==> config.mk <==
export PLATFORM = sky130hd
export DESIGN_NAME = vram_arbiter
export DESIGN_NICKNAME = d
export VERILOG_FILES = /design/src/rtl/vram_arb_pkg.sv /design/src/rtl/arb_starve_cnt.sv /design/src/rtl/vram_arbiter.sv
export SDC_FILE = /design/constraint.sdc
export NUM_CORES = 1
export LEC_CHECK = 0
export CAP_MARGIN = 25
export CELL_PAD_IN_SITES_DETAIL_PLACEMENT = 0
export CELL_PAD_IN_SITES_GLOBAL_PLACEMENT = 2
export CORE_ASPECT_RATIO = 0.6
export CORE_MARGIN = 5
export CORE_UTILIZATION = 15
export CTS_BUF_LIST = sky130_fd_sc_hd__clkbuf_4 sky130_fd_sc_hd__clkbuf_8 sky130_fd_sc_hd__clkbuf_16
export DETAILED_ROUTE_END_ITERATION = 12
export GPL_ROUTABILITY_DRIVEN = 0
export GPL_TIMING_DRIVEN = 0
export PLACE_DENSITY = 0.84
export SLEW_MARGIN = 10
export SYNTH_ARGS = -nofsm -noshare
export SYNTH_HDL_FRONTEND = slang
export SYNTH_SLANG_ARGS = --single-unit
==> constraint.sdc <==
create_clock -name clk -period 5.2 [get_ports clk]
set_input_delay 1.04 -clock clk [delete_from_list [all_inputs] [get_ports clk]]
set_output_delay 1.04 -clock clk [all_outputs]
set_load 0.01 [all_outputs]
==> src/rtl/vram_arb_pkg.sv <==
// vram_arb_pkg: shared types and default widths for the VRAM arbiter
package vram_arb_pkg;
  localparam int VRAM_ADDR_W = 16;
  localparam int VRAM_DATA_W = 8;
  typedef enum logic [0:0] {READY, CPU_RESP} arb_state_t;
  typedef enum logic [1:0] {GNT_NONE, GNT_VGA, GNT_CPU} grant_t;
endpackage

==> src/rtl/arb_starve_cnt.sv <==
// arb_starve_cnt: saturating CPU starvation counter
//   clk, rst : clock, async active-high reset
//   inc      : count one denied cycle (saturates at STARVE_MAX)
//   clr      : clear (wins over inc)
//   at_max   : counter has reached STARVE_MAX
module arb_starve_cnt #(
  parameter int STARVE_MAX = 8
) (
  input  logic clk,
  input  logic rst,
  input  logic inc,
  input  logic clr,
  output logic at_max
);
  localparam logic [7:0] MAX = 8'(STARVE_MAX);
  logic [7:0] cnt;
  assign at_max = cnt == MAX;
  always_ff @(posedge clk or posedge rst)
    if (rst) cnt <= '0;
    else cnt <= clr ? '0 : (inc && !at_max) ? cnt + 1'b1 : cnt;
endmodule

==> src/rtl/vram_arbiter.sv <==
// vram_arbiter: shares single-port VRAM between VGA fetch (priority) and CPU with starvation guarantee
//   vga_req/vga_addr -> vga_gnt (comb), vga_rdata/vga_rvalid (1 cycle later)
//   cpu_req/we/addr/wdata -> cpu_ack pulse with cpu_rdata
//   mem_en/we/addr/wdata -> VRAM, mem_rdata <- VRAM (1-cycle read latency)
//   Optional VRAM_ARB_STATS_EN: stat_cpu_stalls, stat_forced saturating 16-bit counters
module vram_arbiter
  import vram_arb_pkg::*;
#(
  parameter int ADDR_W     = VRAM_ADDR_W,
  parameter int DATA_W     = VRAM_DATA_W,
  parameter int STARVE_MAX = 8
) (
  input  logic              clk,
  input  logic              rst,
  input  logic              vga_req,
  input  logic [ADDR_W-1:0] vga_addr,
  output logic              vga_gnt,
  output logic [DATA_W-1:0] vga_rdata,
  output logic              vga_rvalid,
  input  logic              cpu_req,
  input  logic              cpu_we,
  input  logic [ADDR_W-1:0] cpu_addr,
  input  logic [DATA_W-1:0] cpu_wdata,
  output logic              cpu_ack,
  output logic [DATA_W-1:0] cpu_rdata,
  output logic              mem_en,
  output logic              mem_we,
  output logic [ADDR_W-1:0] mem_addr,
  output logic [DATA_W-1:0] mem_wdata,
  input  logic [DATA_W-1:0] mem_rdata
`ifdef VRAM_ARB_STATS_EN
  ,
  output logic [15:0]       stat_cpu_stalls,
  output logic [15:0]       stat_forced
`endif
);
  arb_state_t state;
  grant_t     gnt;
  logic       we_q, at_max, cpu_gnt, stall, clr;
  // Grants are masked during reset so every output reads 0 while rst is high.
  // The CPU is never granted in CPU_RESP: it still holds req from the access just served.
  always_comb
    gnt = rst ? GNT_NONE :
          (vga_req && (state == CPU_RESP || !cpu_req || !at_max)) ? GNT_VGA :
          (state == READY && cpu_req) ? GNT_CPU : GNT_NONE;
  assign vga_gnt   = gnt == GNT_VGA;
  assign cpu_gnt   = gnt == GNT_CPU;
  assign mem_en    = gnt != GNT_NONE;
  assign mem_we    = cpu_gnt && cpu_we;
  assign mem_addr  = vga_gnt ? vga_addr : cpu_gnt ? cpu_addr : '0;
  assign mem_wdata = cpu_gnt ? cpu_wdata : '0;
  assign cpu_ack   = state == CPU_RESP;
  assign cpu_rdata = (cpu_ack && !we_q) ? mem_rdata : '0;
  assign vga_rdata = vga_rvalid ? mem_rdata : '0;
  assign stall     = state == READY && cpu_req && !cpu_gnt;
  assign clr       = state == READY && (!cpu_req || cpu_gnt);
  arb_starve_cnt #(.STARVE_MAX(STARVE_MAX)) u_starve (
    .clk   (clk),
    .rst   (rst),
    .inc   (stall),
    .clr   (clr),
    .at_max(at_max)
  );
  always_ff @(posedge clk or posedge rst)
    if (rst) begin
      state      <= READY;
      we_q       <= 1'b0;
      vga_rvalid <= 1'b0;
    end else begin
      state      <= cpu_gnt ? CPU_RESP : READY;
      we_q       <= cpu_gnt ? cpu_we : we_q;
      vga_rvalid <= vga_gnt;
    end
`ifdef VRAM_ARB_STATS_EN
  always_ff @(posedge clk or posedge rst)
    if (rst) begin
      stat_cpu_stalls <= '0;
      stat_forced     <= '0;
    end else begin
      stat_cpu_stalls <= (stall && stat_cpu_stalls != 16'hFFFF) ? stat_cpu_stalls + 1'b1 : stat_cpu_stalls;
      stat_forced     <= (cpu_gnt && vga_req && stat_forced != 16'hFFFF) ? stat_forced + 1'b1 : stat_forced;
    end
`endif
endmodule

==> results.toml <==
[routing]
drc = 0
vias = 1113
viasPerCell = 3.905
drt_iter0_drc = 34
firstDrtPassIters = 4
routed_wl_um = 3536
ant_nets = 0
drt-wirelength-per-cell_um = 12.41

[yosys]
syn_inst = 100
synth_area_um2 = 935.9
synth_cell_type_count = 26
ys_seq_area_frac = 0.2941
avgSynthCellArea_um2 = 9.359
ys.warnings.count = 0
synth_seq_cells = 11
synth_fp_nets = 155

[placement]
dp_slack_ns = 0.7752
portBuffers = 97
dp_hpwl_um = 2970

[die]
start_util = 0.1538
io-pin-count = 98
die_w_um = 112.0
rows = 22
core-area_um2 = 6083
dieArea_um2 = 7971
die_h_um = 71.19

[global_routing]
grt_usage = 0.08147
antenna_found_initial = 0
grt_pass1_wl_um = 5313
grt_max_degree = 13
grt_pass1_vias = 1097
overflow = 0

[cts]
clockBufferDepth = 2
clockRootBuffer = "clkbuf_8"
holdBufCountCts = 0
h-tree-depth = 1
cts_tree = "done"
clk_latency_ns = 0.23
clk_pin_slew_ns = 0.05
cts_setup_buffers = 0
cts_made_buffers = 3
cts_resized = 0
numClockSinks = 11

[cells_and_area]
drive_gt1_frac = 0.09950
num-nets-final = 257
antenna_cells = 0
area_growth_pct = 120.2

[pwr]
power_density_nw_per_um2 = 152.3
leakage_nw = 0.8387
peakVddDrop_mv = 0.06858

[worst_setup_path]
crit_chain = "clkdlybuf4s50_1 -> inv_1 -> o211a_1 -> buf_2 -> buf_2 -> a22o_1 -> clkdlybuf4s50_1"
worstSetupEndpointType = "output pin"
critPathSlowestCell = "clkdlybuf4s50_1"
criticalPathCategory = "input port to output pin"
cp_max_fo = 12
slowest_delay_ns = 0.55
critPathLaunchType = "input port"
required_ns = 4.16
crit_arrival_ns = 3.32

[timing]
setup_tns_ns = 0
slew_headroom = 0.5232
fin_worst_skew_ns = 0.005184
min_period_over_period = 0.8380
rsz0062_at_grt = "false"
hold_violations = 0
layout_setup_ws_ns = 0.8426
period_minus_slack_ns = 4.357
worst_pin_slew_ns = 0.7119
final_max_slew_viol_count = 0
setup_violations = 0
max_freq_ghz = 0.2295

[job]
drv_cap = 0

[min_path]
hp-class = "flip-flop to flip-flop"

[outcome]
status = "finished clean"
sequential cells by signal (all words and copies together) (netlist names):
name,flops
vga_rvalid,1
we_q,1
cpu_ack,1
u_starve.cnt,8
per-stage QoR:
step                hold slack, ns   power, W  cell area [um^2]  utilization  cells
floorplan                   0.4814  0.0001458             935.9            -    100
global placement            0.5012  0.0002258              2012       0.3307    281
detailed placement          0.5086  0.0002268              2012       0.3307    281
CTS                         0.5183  0.0003189              2061       0.3387    285
global route                0.5559  0.0003329              2061       0.3387    285
finish                      0.5092  0.0003138              2061       0.3387    285
report_power, final:
| group | total [W] | switching, W | internal [W] |
|---|---|---|---|
| Clock | 0.0000900 | 0.0000311 | 0.0000590 |
| Sequential | 0.000102 | 0.00000932 | 0.0000923 |
| Combinational | 0.000122 | 0.0000416 | 0.0000806 |
area by class of cell:
cell class / count / area (um^2)
inverters: 4 / 15.01
flip-flops and latches: 11 / 275.3
fillers: 629 / 4023
multi-input cells: 81 / 613.1
repair buffers: 97 / 970.9
plain buffers: 4 / 32.53
well taps: 84 / 105.1
clock buffers: 4 / 48.80
critical path: cells and delay by family:
kind                   cells  cell delay, ns
AO/OA/AOI/OAI              2            0.39
buffers and inverters      5            1.89
layer usage:
| metal | vias to the layer above | track usage | share of wire |
|---|---|---|---|
| met4 | 0 | 0.01600 | 0.0054 |
| li1 | 557 | - | - |
| met5 | - | 0 | 0 |
| met3 | 2 | 0.03248 | 0.11 |
| met1 | 487 | 0.1072 | 0.47 |
| met2 | 67 | 0.1275 | 0.41 |
logic make-up (layout without fill, tap and decap cells):
| logic type | count (synthesis) | after routing | synth area share |
|---|---|---|---|
| and+or+nand+nor | 47 | 47 | 0.3182 |
| muxes | 3 | 3 | 0.03342 |
| xor gates and xnor gates | 6 | 6 | 0.05615 |
| AOI/OAI and AO/OA | 23 | 23 | 0.2206 |
| adders and majority gates | 2 | 2 | 0.02673 |
| DFF | 11 | 11 | 0.2941 |
| buffers and inverters | 8 | 109 | 0.05080 |
cells in the final DEF, fill, tap and decap left out, types with 2 or more instances in the layout:
| cell type | Yosys | final |
|---|---|---|
| buf_2 | 2 | 2 |
| nor2b_1 | 3 | 3 |
| mux2i_1 | 2 | 2 |
| a21oi_1 | 3 | 3 |
| nor2_1 | 8 | 8 |
| a22o_1 | 10 | 10 |
| inv_1 | 4 | 4 |
| ha_1 | 2 | 2 |
| clkdlybuf4s50_1 | 0 | 97 |
| clkbuf_8 | 0 | 3 |
| and2_1 | 25 | 25 |
| buf_6 | 2 | 2 |
| a22o_2 | 6 | 6 |
| xor2_1 | 5 | 5 |
| dfrtp_1 | 11 | 11 |
| nand3_1 | 5 | 5 |
cell usage after synthesis:
library cell,instances,share of area
and4b_2,1,0.012
nand2_4,1,0.012
xor2_1,5,0.047
and2_1,25,0.17
nor2_1,8,0.032
nor2b_1,3,0.020
a22o_1,10,0.094
o211a_1,1,0.011
a31oi_1,1,0.0067
a22o_2,6,0.064
nand2b_1,1,0.0067
mux2_2,1,0.012
and3_1,1,0.0067
nand3_1,5,0.027
a211oi_4,1,0.021
xnor2_1,1,0.0094
inv_1,4,0.016
a21oi_1,3,0.016
dfrtp_1,11,0.29
nor3_4,1,0.017
mux2i_1,2,0.021
a21o_1,1,0.0080
buf_2,2,0.011
and4bb_4,1,0.017
buf_6,2,0.024
ha_1,2,0.027
path summary, 6_finish.rpt:
path                                  from              end  slack [ns]  cells past startpoint
setup reg to reg           u_starve.cnt[0]             we_q        3.17                      6
hold / removal                        we_q             we_q        0.51                      1
setup / recovery                       rst     mem_addr[12]        0.84                      7
hold reg to reg                       we_q             we_q        0.51                      1
max in group asynchronous              rst             we_q        3.62                      2
min in group asynchronous              rst  u_starve.cnt[0]        1.26                      2
(Power assumes the default switching activity.)
